===== src/rtl/serial_pkg.sv =====
// Shared types and register-map constants for the serial transmit port.
// Optional parity support is enabled by defining SERIAL_PARITY_EN.
package serial_pkg;

   typedef enum logic [2:0] {
      IDLE,
      START,
      DATA,
      PARITY,
      STOP
   } tx_state_t;

   localparam logic [3:0] SERIAL_REGION_ID = 4'hF;

   localparam logic [3:0] REG_DATA   = 4'h0;
   localparam logic [3:0] REG_STATUS = 4'h4;
   localparam logic [3:0] REG_DIV    = 4'h8;

   // STATUS bit positions; the FIFO count occupies an 8-bit field from ST_COUNT_LSB.
   localparam int ST_FULL      = 0;
   localparam int ST_EMPTY     = 1;
   localparam int ST_BUSY      = 2;
   localparam int ST_OVERFLOW  = 3;
   localparam int ST_PARITY    = 4;
   localparam int ST_COUNT_LSB = 8;

endpackage


===== src/rtl/sync_fifo.sv =====
// Synchronous FIFO with a registered occupancy count; a push is accepted when
// full as long as a pop happens in the same cycle.
module sync_fifo #(
   parameter int WIDTH = 8,
   parameter int DEPTH = 16
) (
   input  logic                       clk_i,
   input  logic                       rst_i,
   input  logic                       push_i,
   input  logic                       pop_i,
   input  logic [WIDTH-1:0]           wdata_i,
   output logic [WIDTH-1:0]           rdata_o,
   output logic                       full_o,
   output logic                       empty_o,
   output logic [$clog2(DEPTH):0]     count_o
);

   localparam int AW = $clog2(DEPTH);

   logic [WIDTH-1:0] mem [DEPTH];
   logic [AW-1:0]    wrPtr_q, rdPtr_q;
   logic [AW:0]      count_q;
   logic             pushOk, popOk;

   assign full_o  = (count_q == (AW+1)'(DEPTH));
   assign empty_o = (count_q == '0);
   assign count_o = count_q;
   assign rdata_o = mem[rdPtr_q];

   assign popOk  = pop_i && !empty_o;
   assign pushOk = push_i && (!full_o || popOk);

   always_ff @(posedge clk_i) begin
      if (pushOk) begin
         mem[wrPtr_q] <= wdata_i;
      end
   end

   // Pointers wrap naturally because DEPTH is a power of two.
   always_ff @(posedge clk_i) begin
      if (rst_i) begin
         wrPtr_q <= '0;
         rdPtr_q <= '0;
         count_q <= '0;
      end else begin
         if (pushOk) wrPtr_q <= wrPtr_q + 1'b1;
         if (popOk)  rdPtr_q <= rdPtr_q + 1'b1;
         unique case ({pushOk, popOk})
            2'b10:   count_q <= count_q + 1'b1;
            2'b01:   count_q <= count_q - 1'b1;
            default: count_q <= count_q;
         endcase
      end
   end

endmodule


===== src/rtl/serial_tx_port.sv =====
// Memory-mapped UART transmitter: bus writes fill a TX FIFO drained by an 8N1
// serialiser. Defining SERIAL_PARITY_EN adds a selectable even/odd parity bit.
module serial_tx_port
   import serial_pkg::*;
#(
   parameter int          FIFO_DEPTH  = 16,
   parameter logic [15:0] DIV_DEFAULT = 16'd434
) (
   input  logic        clk_i,
   input  logic        rst_i,
   input  logic        sel_i,
   input  logic        we_i,
   input  logic [3:0]  addr_i,
   input  logic [31:0] din_i,
   output logic [31:0] dout_o,
   output logic        tx_o,
   output logic        irq_empty_o
);

   localparam int CW = $clog2(FIFO_DEPTH) + 1;

   tx_state_t   state_q;
   logic        tx_q;
   logic [15:0] baud_q, divEff_q;
   logic [2:0]  bitIdx_q;
   logic [7:0]  shift_q;
   logic [15:0] div_q, div_d;
   logic        overflow_q, overflow_d;
   logic        parityOdd_q, parityOdd_d;
   logic        parity_q;

   logic [3:0]    regOff;
   logic          busWr, fifoPush, fifoPop, lastTick;
   logic          fifoFull, fifoEmpty;
   logic [7:0]    fifoRdata;
   logic [CW-1:0] fifoCount;
   logic [15:0]   divEff;
   logic [31:0]   statusWord;
   logic          unusedBits;

   assign regOff     = {addr_i[3:2], 2'b00};
   assign busWr      = sel_i && we_i;
   assign fifoPush   = busWr && (regOff == REG_DATA);
   assign lastTick   = (baud_q == '0);
   assign fifoPop    = !fifoEmpty && ((state_q == IDLE) || ((state_q == STOP) && lastTick));
   assign divEff     = (div_q == '0) ? 16'd1 : div_q;
   assign unusedBits = ^{din_i[31:16], addr_i[1:0]};

   sync_fifo #(.WIDTH(8), .DEPTH(FIFO_DEPTH)) u_fifo (
      .clk_i   (clk_i),
      .rst_i   (rst_i),
      .push_i  (fifoPush),
      .pop_i   (fifoPop),
      .wdata_i (din_i[7:0]),
      .rdata_o (fifoRdata),
      .full_o  (fifoFull),
      .empty_o (fifoEmpty),
      .count_o (fifoCount)
   );

   // A drop only counts as overflow when no pop frees a slot in the same cycle.
   always_comb begin
      div_d       = div_q;
      overflow_d  = overflow_q;
      parityOdd_d = parityOdd_q;
      if (fifoPush && fifoFull && !fifoPop) overflow_d = 1'b1;
      if (busWr && (regOff == REG_STATUS)) begin
         if (din_i[ST_OVERFLOW]) overflow_d = 1'b0;
`ifdef SERIAL_PARITY_EN
         parityOdd_d = din_i[ST_PARITY];
`endif
      end
      if (busWr && (regOff == REG_DIV)) div_d = din_i[15:0];
   end

   always_ff @(posedge clk_i) begin
      if (rst_i) begin
         div_q       <= DIV_DEFAULT;
         overflow_q  <= 1'b0;
         parityOdd_q <= 1'b0;
      end else begin
         div_q       <= div_d;
         overflow_q  <= overflow_d;
         parityOdd_q <= parityOdd_d;
      end
   end

   // Serialiser: a pop (IDLE or last STOP tick) latches byte and divisor for the whole frame.
   always_ff @(posedge clk_i) begin
      if (rst_i) begin
         state_q  <= IDLE;
         tx_q     <= 1'b1;
         baud_q   <= '0;
         divEff_q <= 16'd1;
         bitIdx_q <= '0;
         shift_q  <= '0;
         parity_q <= 1'b0;
      end else if (fifoPop) begin
         state_q  <= START;
         tx_q     <= 1'b0;
         shift_q  <= fifoRdata;
         divEff_q <= divEff;
         baud_q   <= divEff - 16'd1;
         parity_q <= (^fifoRdata) ^ parityOdd_q;
      end else begin
         unique case (state_q)
            IDLE: tx_q <= 1'b1;
            START: begin
               if (lastTick) begin
                  state_q  <= DATA;
                  bitIdx_q <= '0;
                  baud_q   <= divEff_q - 16'd1;
                  tx_q     <= shift_q[0];
               end else begin
                  baud_q <= baud_q - 16'd1;
               end
            end
            DATA: begin
               if (lastTick) begin
                  baud_q <= divEff_q - 16'd1;
                  if (bitIdx_q == 3'd7) begin
`ifdef SERIAL_PARITY_EN
                     state_q <= PARITY;
                     tx_q    <= parity_q;
`else
                     state_q <= STOP;
                     tx_q    <= 1'b1;
`endif
                  end else begin
                     bitIdx_q <= bitIdx_q + 3'd1;
                     shift_q  <= {1'b0, shift_q[7:1]};
                     tx_q     <= shift_q[1];
                  end
               end else begin
                  baud_q <= baud_q - 16'd1;
               end
            end
`ifdef SERIAL_PARITY_EN
            PARITY: begin
               if (lastTick) begin
                  state_q <= STOP;
                  baud_q  <= divEff_q - 16'd1;
                  tx_q    <= 1'b1;
               end else begin
                  baud_q <= baud_q - 16'd1;
               end
            end
`endif
            STOP: begin
               if (lastTick) begin
                  state_q <= IDLE;
                  tx_q    <= 1'b1;
               end else begin
                  baud_q <= baud_q - 16'd1;
               end
            end
            default: begin
               state_q <= IDLE;
               tx_q    <= 1'b1;
            end
         endcase
      end
   end

   always_comb begin
      statusWord                       = '0;
      statusWord[ST_FULL]              = fifoFull;
      statusWord[ST_EMPTY]             = fifoEmpty;
      statusWord[ST_BUSY]              = (state_q != IDLE);
      statusWord[ST_OVERFLOW]          = overflow_q;
      statusWord[ST_COUNT_LSB +: 8]    = 8'(fifoCount);
`ifdef SERIAL_PARITY_EN
      statusWord[ST_PARITY]            = parityOdd_q;
`endif
      dout_o = '0;
      if (sel_i) begin
         unique case (regOff)
            REG_STATUS: dout_o = statusWord;
            REG_DIV:    dout_o = {16'h0000, div_q};
            default:    dout_o = '0;
         endcase
      end
   end

   assign tx_o        = tx_q;
   assign irq_empty_o = fifoEmpty && (state_q == IDLE);

endmodule


===== config.mk =====
export PLATFORM = sky130hd
export DESIGN_NAME = serial_tx_port
export DESIGN_NICKNAME = d
export VERILOG_FILES = /design/src/rtl/serial_pkg.sv /design/src/rtl/sync_fifo.sv /design/src/rtl/serial_tx_port.sv
export SDC_FILE = /design/constraint.sdc
export NUM_CORES = 1
export LEC_CHECK = 0
export ABC_AREA = 1
export BUFFER_PORTS_ARGS = -buffer_cell sky130_fd_sc_hd__buf_2
export CAP_MARGIN = 10
export CORE_MARGIN = 2
export CORE_UTILIZATION = 45
export CTS_BUF_LIST = sky130_fd_sc_hd__clkbuf_8
export CTS_CLUSTER_DIAMETER = 30
export CTS_CLUSTER_SIZE = 28
export DETAILED_ROUTE_END_ITERATION = 12
export PLACE_DENSITY = 0.68
export RECOVER_POWER = 50
export SLEW_MARGIN = 20
export SYNTH_ARGS = -nofsm -noshare
export SYNTH_HDL_FRONTEND = slang
export SYNTH_HIERARCHICAL = 1
export SYNTH_SLANG_ARGS = --single-unit

===== constraint.sdc =====
create_clock -name clk_i -period 3.2 [get_ports clk_i]
set_input_delay 0 -clock clk_i [delete_from_list [all_inputs] [get_ports clk_i]]
set_output_delay 0 -clock clk_i [all_outputs]
set_load 0.02 [all_outputs]

======== Yosys cells after proc, flatten, opt, wreduce, memory -nomap -nowiden ========
Memories as Yosys holds them, arrays and structs flattened. A register that Yosys moved wholly into a read port is not among the register bits.
Cells that the tools add are included.
storage, ports and cells
  register bits after elaboration ......... 77
  memory bits (writable) .................. 128
  bits of input ports ..................... 40
  output and inout bits ................... 34
  word-level logic and storage cells ...... 113
  memories ................................ 1
cells by class
  add/sub/neg operators ................... 8
  equality and inequality tests ........... 21
  muxes and demuxes ....................... 34
  bitwise gates (word level) .............. 2
  reduce and logical (&&, ||, !) cells .... 35
memory list
  memory      depth  width  rd ports  clocked after memory_dff  wr ports  line             source
  u_fifo.mem  16     8      1         1                         1         sync_fifo.sv:20  logic [WIDTH-1:0] mem [DEPTH];
operators by type and width
  cell                                                 number
  two-way mux 16 bit                                   5
  case mux 16 bit (2 select lines)                     2
  subtractor 16 x 1 -> 16 bit (second input constant)  3
  zero test 16 bit                                     2
  two-way mux 8 bit                                    4
  two-way mux 3 bit                                    6
  inequality test 3 bit (second input constant)        5
  AND reduction 5 bit                                  3
  inequality test 2 bit (second input constant)        7
  case mux 3 bit (4 select lines)                      1
  logical AND 1 bit                                    11
  two-way mux 1 bit                                    11
  case mux 5 bit (2 select lines)                      1
  adder 4 x 1 -> 4 bit (second input constant)         2
  two-way mux 4 bit                                    2
  nonzero test 2 bit                                   4
  == test 3 bit (second input constant)                2
  case mux 3 bit (2 select lines)                      1
  AND reduction 3 bit                                  2
  nonzero test 3 bit                                   2
  adder 5 x 1 -> 5 bit (second input constant)         1
  == test 5 bit (second input constant)                1
  zero test 5 bit                                      1
  subtractor 5 x 1 -> 5 bit (second input constant)    1
  13 further kinds                                     20

======== Longest topological paths before layout ========
Gate-level depths: netlist of the first run.
  depth in word-level cells ............... 9
  mapped depth ............................ 20
  depth with buffers taken out ............ 18

======== Hierarchy ========
Netlist of the first run, hierarchy kept.
modules (own cells, without submodules)
  module          times used  cells an instance  area each (µm²)  sequential area each (µm²)
  sync_fifo       1           538                6,152.2          4,184.0
  serial_tx_port  1           658                4,212.8          1,281.2

======== Least setup slack after synthesis of the first run ========
Ideal clock, no wire load.
  kind .................................... flip-flop to flip-flop
  from .................................... register baud_q[0]
  to ...................................... register u_fifo.count_q[4] (netlist: u_fifo/count_o[4])
  library setup time ...................... 115 ps
  arrival time ............................ 2,461 ps
  data required time ...................... 3,085 ps
  setup slack ............................. 624 ps
  stages on the path, launching flop included .. 18
  buffers on the path ..................... 2
  period minus slack after synthesis ...... 2,576 ps
  cell sequence ........................... dfxtp_1 -> inv_1 -> ha_1 -> nand2_1 -> nor2_1 -> nand3_1 -> nand2_1 -> nand2_2 -> inv_2 -> buf_6 -> buf_4 -> nand3_1 -> fa_1 -> o21ai_0 -> a21o_1 -> nand2_1 -> a21oi_1 -> nor2_1
between the ends
  word-level cells in the longest chain between the ends .. 9
  elaborated cells on any way between the ends .. 11
  those cells by class .................... eq/ne (2); mux (1); reduce/logical (8)
RTL lines
  what                                                                   line                   source
  from (decl)                                                            serial_tx_port.sv:24   logic [15:0] baud_q, divEff_q;
  from (signal assigned)                                                 serial_tx_port.sv:103  baud_q <= divEff - 16'd1;
  from (signal assigned)                                                 serial_tx_port.sv:112  baud_q <= divEff_q - 16'd1;
  from (signal assigned)                                                 serial_tx_port.sv:115  baud_q <= baud_q - 16'd1;
  zero test 16 bit (*)                                                   serial_tx_port.sv:44   assign lastTick = (baud_q == '0);
  logical AND 1 bit (*)                                                  serial_tx_port.sv:45   assign fifoPop = !fifoEmpty && ((state_q == IDLE) || ((state_q == STOP) && lastTick));
  logical OR 1 bit (*)                                                   serial_tx_port.sv:45
  logical AND 1 bit (*)                                                  serial_tx_port.sv:45
  named net fifoPop                                                      serial_tx_port.sv:33   logic busWr, fifoPush, fifoPop, lastTick;
  logical AND 1 bit (*)                                                  sync_fifo.sv:30        assign popOk = pop_i && !empty_o;
  logical OR 1 bit                                                       sync_fifo.sv:31        assign pushOk = push_i && (!full_o || popOk);
  logical AND 1 bit                                                      sync_fifo.sv:31
  == test 2 x 1 -> 1 bit or == test 2 bit (tied branches)                sync_fifo.sv:48        unique case ({pushOk, popOk})
  case mux 5 bit (2 select lines) or nonzero test 2 bit (tied branches)  n/a
  to (signal assigned)                                                   sync_fifo.sv:49        2'b10: count_q <= count_q + 1'b1;
  to (signal assigned)                                                   sync_fifo.sv:50        2'b01: count_q <= count_q - 1'b1;
  to (signal assigned)                                                   sync_fifo.sv:51        default: count_q <= count_q;
  to (decl)                                                              sync_fifo.sv:22        logic [AW:0] count_q;
The timed path passes the listed nets; every way through them passes the cells marked *.
A chain may end at the register's enable or synchronous reset.

======== Worst setup path after layout of the first run ========
  from .................................... register baud_q[1]
  to ...................................... memory u_fifo.mem[14][4] (enable)
between the ends
  word-level cells in the longest chain between the ends .. 9
RTL lines
  what                                     line                  source
  zero test 16 bit                         serial_tx_port.sv:44
  logical AND 1 bit                        serial_tx_port.sv:45
  logical OR 1 bit                         serial_tx_port.sv:45
  logical AND 1 bit                        serial_tx_port.sv:45
  logical AND 1 bit                        sync_fifo.sv:30
  logical OR 1 bit                         sync_fifo.sv:31
  logical AND 1 bit                        sync_fifo.sv:31
  two-way mux 1 bit                        sync_fifo.sv:34       if (pushOk) begin
  two-way mux 1 bit (not written as such)  sync_fifo.sv:35       mem[wrPtr_q] <= wdata_i;
  to (decl)                                sync_fifo.sv:20
No other way between the ends.

==> run_results.csv, run 1 <==
group,metric,value,unit
power_and_ir_drop,intPower,5.770,mW
synthesis,synth_cell_type_count,46,
detailed_routing,dr_wl_met2,11470,um
placed_design,pre_cts_slack,0.5622,ns
detailed_routing,drt-pass1-iter-count,5,
power_and_ir_drop,switchingPower,3.774,mW
clock_tree,cts.clk_slew.worst_paths,0.07,ns
clock_tree,cts_sinks,209,
global_route,grt_usage,21.08,%
clock_tree,insertion_delay,0.55,ns
finish,drive_gt1_share,10.11,%
clock_tree,cts_made_buffers,40,
detailed_routing,dr_wl_met3,1845,um
clock_tree,htree_levels,2,
synthesis,yosysSeqAreaShare,52.73,%
clock_tree,clockBufferDepth,3,
setup_path,slowest_stage,"buf_4",
synthesis,synthArstFlopShare,0,%
setup_path,crit_path_frequent_cell,"nand2_1",
placed_design,place.gp.congestion,0.9133,
synthesis,ys.warnings.count,6,
setup_path,reg2reg_slack,0.55,ns
timing,fin_tns_setup,0,ns
floorplan,dieArea,24260,sq um
hold_path,hold_end,"u_fifo/wrPtr_q[1]",
run_status,status,"completed",
synthesis,synthesis.instances,1196,
synthesis,synth.cell_area,10360,sq um
detailed_routing,routed_wl,24890,um
timing,relSlewSlack,30.01,%
synthesis,ys_ff_latch,209,
setup_path,critPathRequiredTime,3.42,ns
clock_tree,clockRootBuffer,"clkbuf_8",
hold_path,hp-class,"input pin to register",
detailed_routing,drtAntennaViolNets,0,
setup_path,r2r_end,"u_fifo/mem[14][4]",
timing,fin_crit_sh,82.89,%
placed_design,port_buffers,39,
detailed_routing,dr_total_vias,8350,
clock_tree,cts_setup_buffers,0,
floorplan,io_pins,74,
finish,fillers,2069,
setup_path,crit_chain,"inv_1, ha_1, nand2_1, nor2_1, nand3_1, nand2_1, nand2_1, inv_2, buf_4, o21ai_4, inv_4, nand2_1, nor2_1, buf_4",
detailed_routing,wl_per_cell,15.64,um
setup_path,cp-end-kind,"register",
floorplan,core_area,22640,sq um
setup_path,regToRegStartpoint,"baud_q[1]",
power_and_ir_drop,p_leak,4.776,nW
synthesis,synthTopCellsByCount,"nand2_1 (212), inv_1 (152), edfxtp_1 (128)",
power_and_ir_drop,p_sw_share,39.54,%
finish,area_growth,14.16,%
synthesis,yosysTopAreaCellShare,37.08,%
placed_design,placed_cells,1499,
power_and_ir_drop,p_comb_share,34.8,%
setup_path,crit_type,"register to register",
synthesis,yosys.area.top_type,"edfxtp_1",
job,max-cap-violations,0,
clock_tree,cts_tree,"yes",
synthesis,synth.avg_cell_area,8.666,sq um
timing,rsz0062_at_grt,"false",
global_route,grt_overflow,0,
finish,diodes,0,
hold_path,hold_start,"sel_i",
setup_path,cp_slowest_stage_delay,0.37,ns
detailed_routing,wl_met1,10950,um
clock_tree,cts_resized,0,
power_and_ir_drop,ir_worst_vdd,476.9,uV
timing,slew_viol_final,0,
finish,fin_util,52.26,%
setup_path,path_max_fanout,40,
placed_design,place_area,10820,sq um
timing,setup_slack,0.5477,ns
finish,fin_nets,1334,
timing,fin_crit,2.652,ns
timing,finalClockSkew,0.04011,ns
power_and_ir_drop,pwr_density_cell,806.5,nW/um^2
hold_path,min_path_cells,5,
detailed_routing,top_layer_used,"met4",
timing,hold_viol_final,0,
global_route,grt_pass1_vias,7956,
floorplan,start_util,45.78,%
synthesis,synth-edff-count,128,
power_and_ir_drop,total_power,9.543,mW
detailed_routing,viasPerCell,5.248,
synthesis,yosysMostFrequentCell,"nand2_1",
setup_path,rr_worst_depth,14,
setup_path,start_kind,"register",
finish,final_area,11830,sq um
timing,fmax,377.0,MHz
setup_path,crit_family,"buffers and inverters",
synthesis,synth-main-ff-cell,"edfxtp_1",
global_route,grt_pass1_wl,40610,um
timing,final-setup-viol-count,0,
clock_tree,hold_buffers,20,
placed_design,place_hpwl,16780,um
global_route,grt_antenna_before_repair,0,
power_and_ir_drop,clock_power_share,29.0,%
floorplan,die_width,155.8,um
timing,max_slew.worst_pin.slew,1.050,ns
setup_path,arrival,2.87,ns
floorplan,rows,55,
synthesis,synth_area_leaders,"edfxtp_1 (37%), dfxtp_1 (16%), nand2_1 (7.7%)",
detailed_routing,dr.first_iter.drc_count,726,
finish,layoutNonFillerInstCount,1591,
setup_path,cp.buffers_inverters,5,
timing,hold_ws,0.04926,ns
power_and_ir_drop,p_seq_share,36.1,%
floorplan,die_y,155.8,um
detailed_routing,drc_errors,0,
global_route,grt_max_degree,64,
==> power groups by stage <==
stage,sequential (mW),combinational (mW),clock (mW)
after global placement,3.49,3.27,0
after floorplan,3.35,2.72,0
after CTS,3.45,3.33,2.81
after global routing,3.49,3.78,2.94
final,3.45,3.33,2.77
after detailed placement,3.50,3.30,0
==> sequential cells by signal, indices dropped and copies added, names as in the netlist, named ones only <==
| register | flops |
|---|---|
| u_fifo/wrPtr_q | 4 |
| u_fifo/count_o | 5 |
| bitIdx_q | 3 |
| u_fifo/mem | 128 |
| divEff_q | 16 |
| state_q | 3 |
| div_q | 16 |
| tx_o | 1 |
| u_fifo/rdPtr_q | 4 |
| shift_q | 8 |
| overflow_q | 1 |
| baud_q | 16 |
==> worst reg2reg max path, delay by kind of cell, from the launching register on <==
family | cells | cell delay (ns)
AOI/OAI and AO/OA | 1 | 0.15
adders and majority gates | 1 | 0.21
DFF | 1 | 0.30
buffers and inverters | 5 | 0.87
and+or+nand+nor | 7 | 0.83
==> layout make-up <==
class | count | area [sq um] | share of cell area, %
multi-input combinational | 784 | 3979 | 33.63
inverter | 156 | 588.1 | 4.970
sequential | 209 | 5470 | 46.23
tap | 285 | 356.6 | 3.014
clock inverter | 28 | 255.2 | 2.157
clock buffer | 44 | 605.6 | 5.118
timing repair buffer | 85 | 578.1 | 4.885
==> worst max-delay path by stage <==
stage	from	to	slack [ns]	cells after the start
6_report	baud_q[1]	u_fifo/mem[14][4]	0.55	14
4_1_cts	baud_q[0]	u_fifo/mem[14][5]	0.55	14
3_5_place_dp	baud_q[0]	u_fifo/mem[8][6]	0.56	14
5_1_grt	baud_q[1]	u_fifo/count_o[4]	0.31	15
3_3_place_gp	baud_q[0]	u_fifo/mem[10][1]	0.59	14
2_1_floorplan	baud_q[0]	u_fifo/count_o[4]	0.62	17
==> cell usage in the layout, fill, tap and decap left out, types with 12 or more instances in the layout <==
cell           count
nand2_1          213
inv_1            159
edfxtp_1         128
nor2_1           118
nand3_1          107
a21oi_1           93
o21ai_0           85
dfxtp_1           79
clkbuf_8          44
o211ai_1          38
clkbuf_1          28
buf_4             23
xor2_1            20
dlygate4sd3_1     20
ha_1              17
conb_1            16
nor3_1            13
buf_2             12
==> routing by layer <==
metal / GRT usage [%] / up-vias
met5: 0 / -
met4: 6.597 / 0
met3: 3.806 / 48
met2: 34.39 / 311
met1: 28.69 / 3861
li1: - / 4130
==> cell families (layout without fill, tap and decap cells) <==
group | after synthesis | in the layout | synth area share (%)
adders and majority gates | 18 | 18 | 2.245
buffers and inverters | 218 | 313 | 9.355
xor gates and xnor gates | 27 | 27 | 2.282
and+or+nand+nor | 481 | 481 | 20.10
other | 1 | 16 | 0.03618
DFF | 209 | 209 | 52.73
AOI/OAI and AO/OA | 242 | 242 | 13.25
No activity file was read; power rests on OpenSTA's default activity.
==> inputs of run 2 (changes only) <==
==> constraint.sdc (replaced) <==
create_clock -name clk_i -period 2.5 [get_ports clk_i]
set_input_delay 0 -clock clk_i [delete_from_list [all_inputs] [get_ports clk_i]]
set_output_delay 0 -clock clk_i [all_outputs]
set_load 0.02 [all_outputs]
==> run_results.csv, run 2 (same netlist as run 1, synthesis figures left out) <==
group,metric,value,unit
power_and_ir_drop,pwr_density_cell,1037,nW/um^2
floorplan,core_area,22640,sq um
power_and_ir_drop,ir_worst_vdd,621.2,uV
clock_tree,htree_levels,2,
clock_tree,cts_setup_buffers,0,
global_route,grt_pass1_vias,8088,
timing,finalClockSkew,0.03380,ns
setup_path,critPathRequiredTime,2.93,ns
timing,hold_ws,0.09518,ns
clock_tree,cts_sinks,209,
job,max-cap-violations,0,
placed_design,port_buffers,39,
floorplan,io_pins,74,
clock_tree,clockBufferDepth,3,
global_route,grt_usage,21.25,%
floorplan,dieArea,24260,sq um
finish,fin_nets,1360,
detailed_routing,drtAntennaViolNets,0,
timing,max_slew.worst_pin.slew,0.8992,ns
finish,final_common_cell,"nand2_1",
timing,slew_viol_final,0,
detailed_routing,routed_wl,25090,um
floorplan,rows,55,
timing,hold_viol_final,0,
run_status,status,"completed",
finish,largest_reg_flops,128,
clock_tree,cts_made_buffers,42,
timing,final-setup-viol-count,0,
timing,rsz0062_at_grt,"true",
placed_design,place.gp.congestion,0.9146,
hold_path,hp-class,"input pin to register",
detailed_routing,viasPerCell,5.216,
global_route,grt_overflow,0,
setup_path,cp_slowest_stage_delay,0.31,ns
power_and_ir_drop,p_leak,4.946,nW
floorplan,start_util,45.78,%
finish,fillers,2047,
timing,fin_crit,2.355,ns
detailed_routing,wl_per_cell,15.50,um
detailed_routing,dr_total_vias,8445,
clock_tree,clockRootBuffer,"clkbuf_8",
floorplan,die_width,155.8,um
setup_path,cp-end-kind,"register",
clock_tree,cts.clk_slew.worst_paths,0.07,ns
finish,final_cell_mix,"nand2_1 (210), inv_1 (154), edfxtp_1 (128)",
detailed_routing,drc_errors,0,
clock_tree,cts_tree,"yes",
finish,area_growth,17.03,%
global_route,grt_pass1_wl,40890,um
finish,fin_util,53.58,%
floorplan,die_y,155.8,um
timing,relSlewSlack,40.05,%
finish,drive_gt1_share,13.64,%
timing,fin_crit_sh,94.22,%
setup_path,crit_type,"register to register",
finish,multi_input_comb_area,4033,sq um
setup_path,crit_chain,"inv_1, ha_1, nand2_1, nor2_2, nand3_2, nand2_1, nand2_2, inv_2, nand3_2, inv_2, ha_1, inv_1, o21ai_2, a21oi_1, nand2_1, a21oi_1, nor2_1",
setup_path,arrival,2.78,ns
setup_path,slowest_stage,"dfxtp_1",
setup_path,path_max_fanout,4,
detailed_routing,drt-pass1-iter-count,5,
setup_path,crit_path_frequent_cell,"nand2_1",
global_route,grt_max_degree,65,
placed_design,placed_cells,1524,
finish,diodes,0,
finish,top_register,"u_fifo/mem",
finish,layoutNonFillerInstCount,1619,
power_and_ir_drop,total_power,12.58,mW
global_route,grt_antenna_before_repair,0,
clock_tree,insertion_delay,0.55,ns
timing,fmax,424.6,MHz
placed_design,place_hpwl,17070,um
setup_path,start_kind,"register",
detailed_routing,dr.first_iter.drc_count,535,
finish,seqCellArea,5472,sq um
run 2: cell count changes in the layout (fill, tap and decap cells not counted), sizes merged:
cell,previous run,this run
dlygate4sd3,20,19
clkbuf,72,70
clkinv,8,13
clkinvlp,6,3
buf,37,66
run 2: per-stage QoR:
stage                     setup slack (ns)  instance area, sq um  setup TNS [ns]
after global routing              -0.05162                 12130         -0.1943
final                               0.1446                 12130               0
after detailed placement           0.01934                 11020               0
after global placement             0.04395                 11020               0
after CTS                          0.07267                 12130               0
after floorplan                    0.02477                 10430               0
run 2: metal layers:
metal | GRT usage, % | wire length (um) | vias up
met5 | 0 | 0 | -
met4 | 8.563 | 784 | 0
met3 | 3.556 | 1640 | 51
met2 | 34.39 | 11580 | 272
met1 | 28.58 | 11090 | 3921
li1 | - | - | 4201
run 2: timing repair:
action | CTS | global route
setup endpoints to repair | 1 | 12
pin swaps | 0 | 1
gates cloned | 0 | 0
hold endpoints to repair | 161 | 0
resized for setup | 1 | 13
hold buffers | 19 | 0
run 2: power by group:
group | switching, mW | leakage, nW | internal [mW]
sequential | 0.286 | 1.82 | 4.00
clock | 1.59 | 0.471 | 2.09
combinational | 3.07 | 2.66 | 1.55
total | 4.95 | 4.95 | 7.63
run 2: area by class of cell:
type                    count  area share (%)
flip-flops and latches    209           45.11
multi-input cells         784           33.24
repair buffers            109           6.374
clock buffers              46           5.219
inverters                 156           4.848
well taps                 285           2.940
clock inverters            30           2.269
run 2: worst max-delay path, delay by kind of cell, from the launching register on:
family,cells,cell delay (ns)
simple gates,8,0.77
fa+ha+maj,2,0.45
buf+inv,4,0.37
compound gates,3,0.35
flops,1,0.31
run 2: final timing paths:
kind                    from           endpoint  slack (ns)  cells past startpoint
hold reg to reg   shift_q[4]         shift_q[4]        0.47                      2
setup / recovery   baud_q[0]  u_fifo/count_o[4]        0.14                     17
setup reg to reg   baud_q[0]  u_fifo/count_o[4]        0.14                     17
hold / removal         sel_i  u_fifo/wrPtr_q[0]         0.1                      6
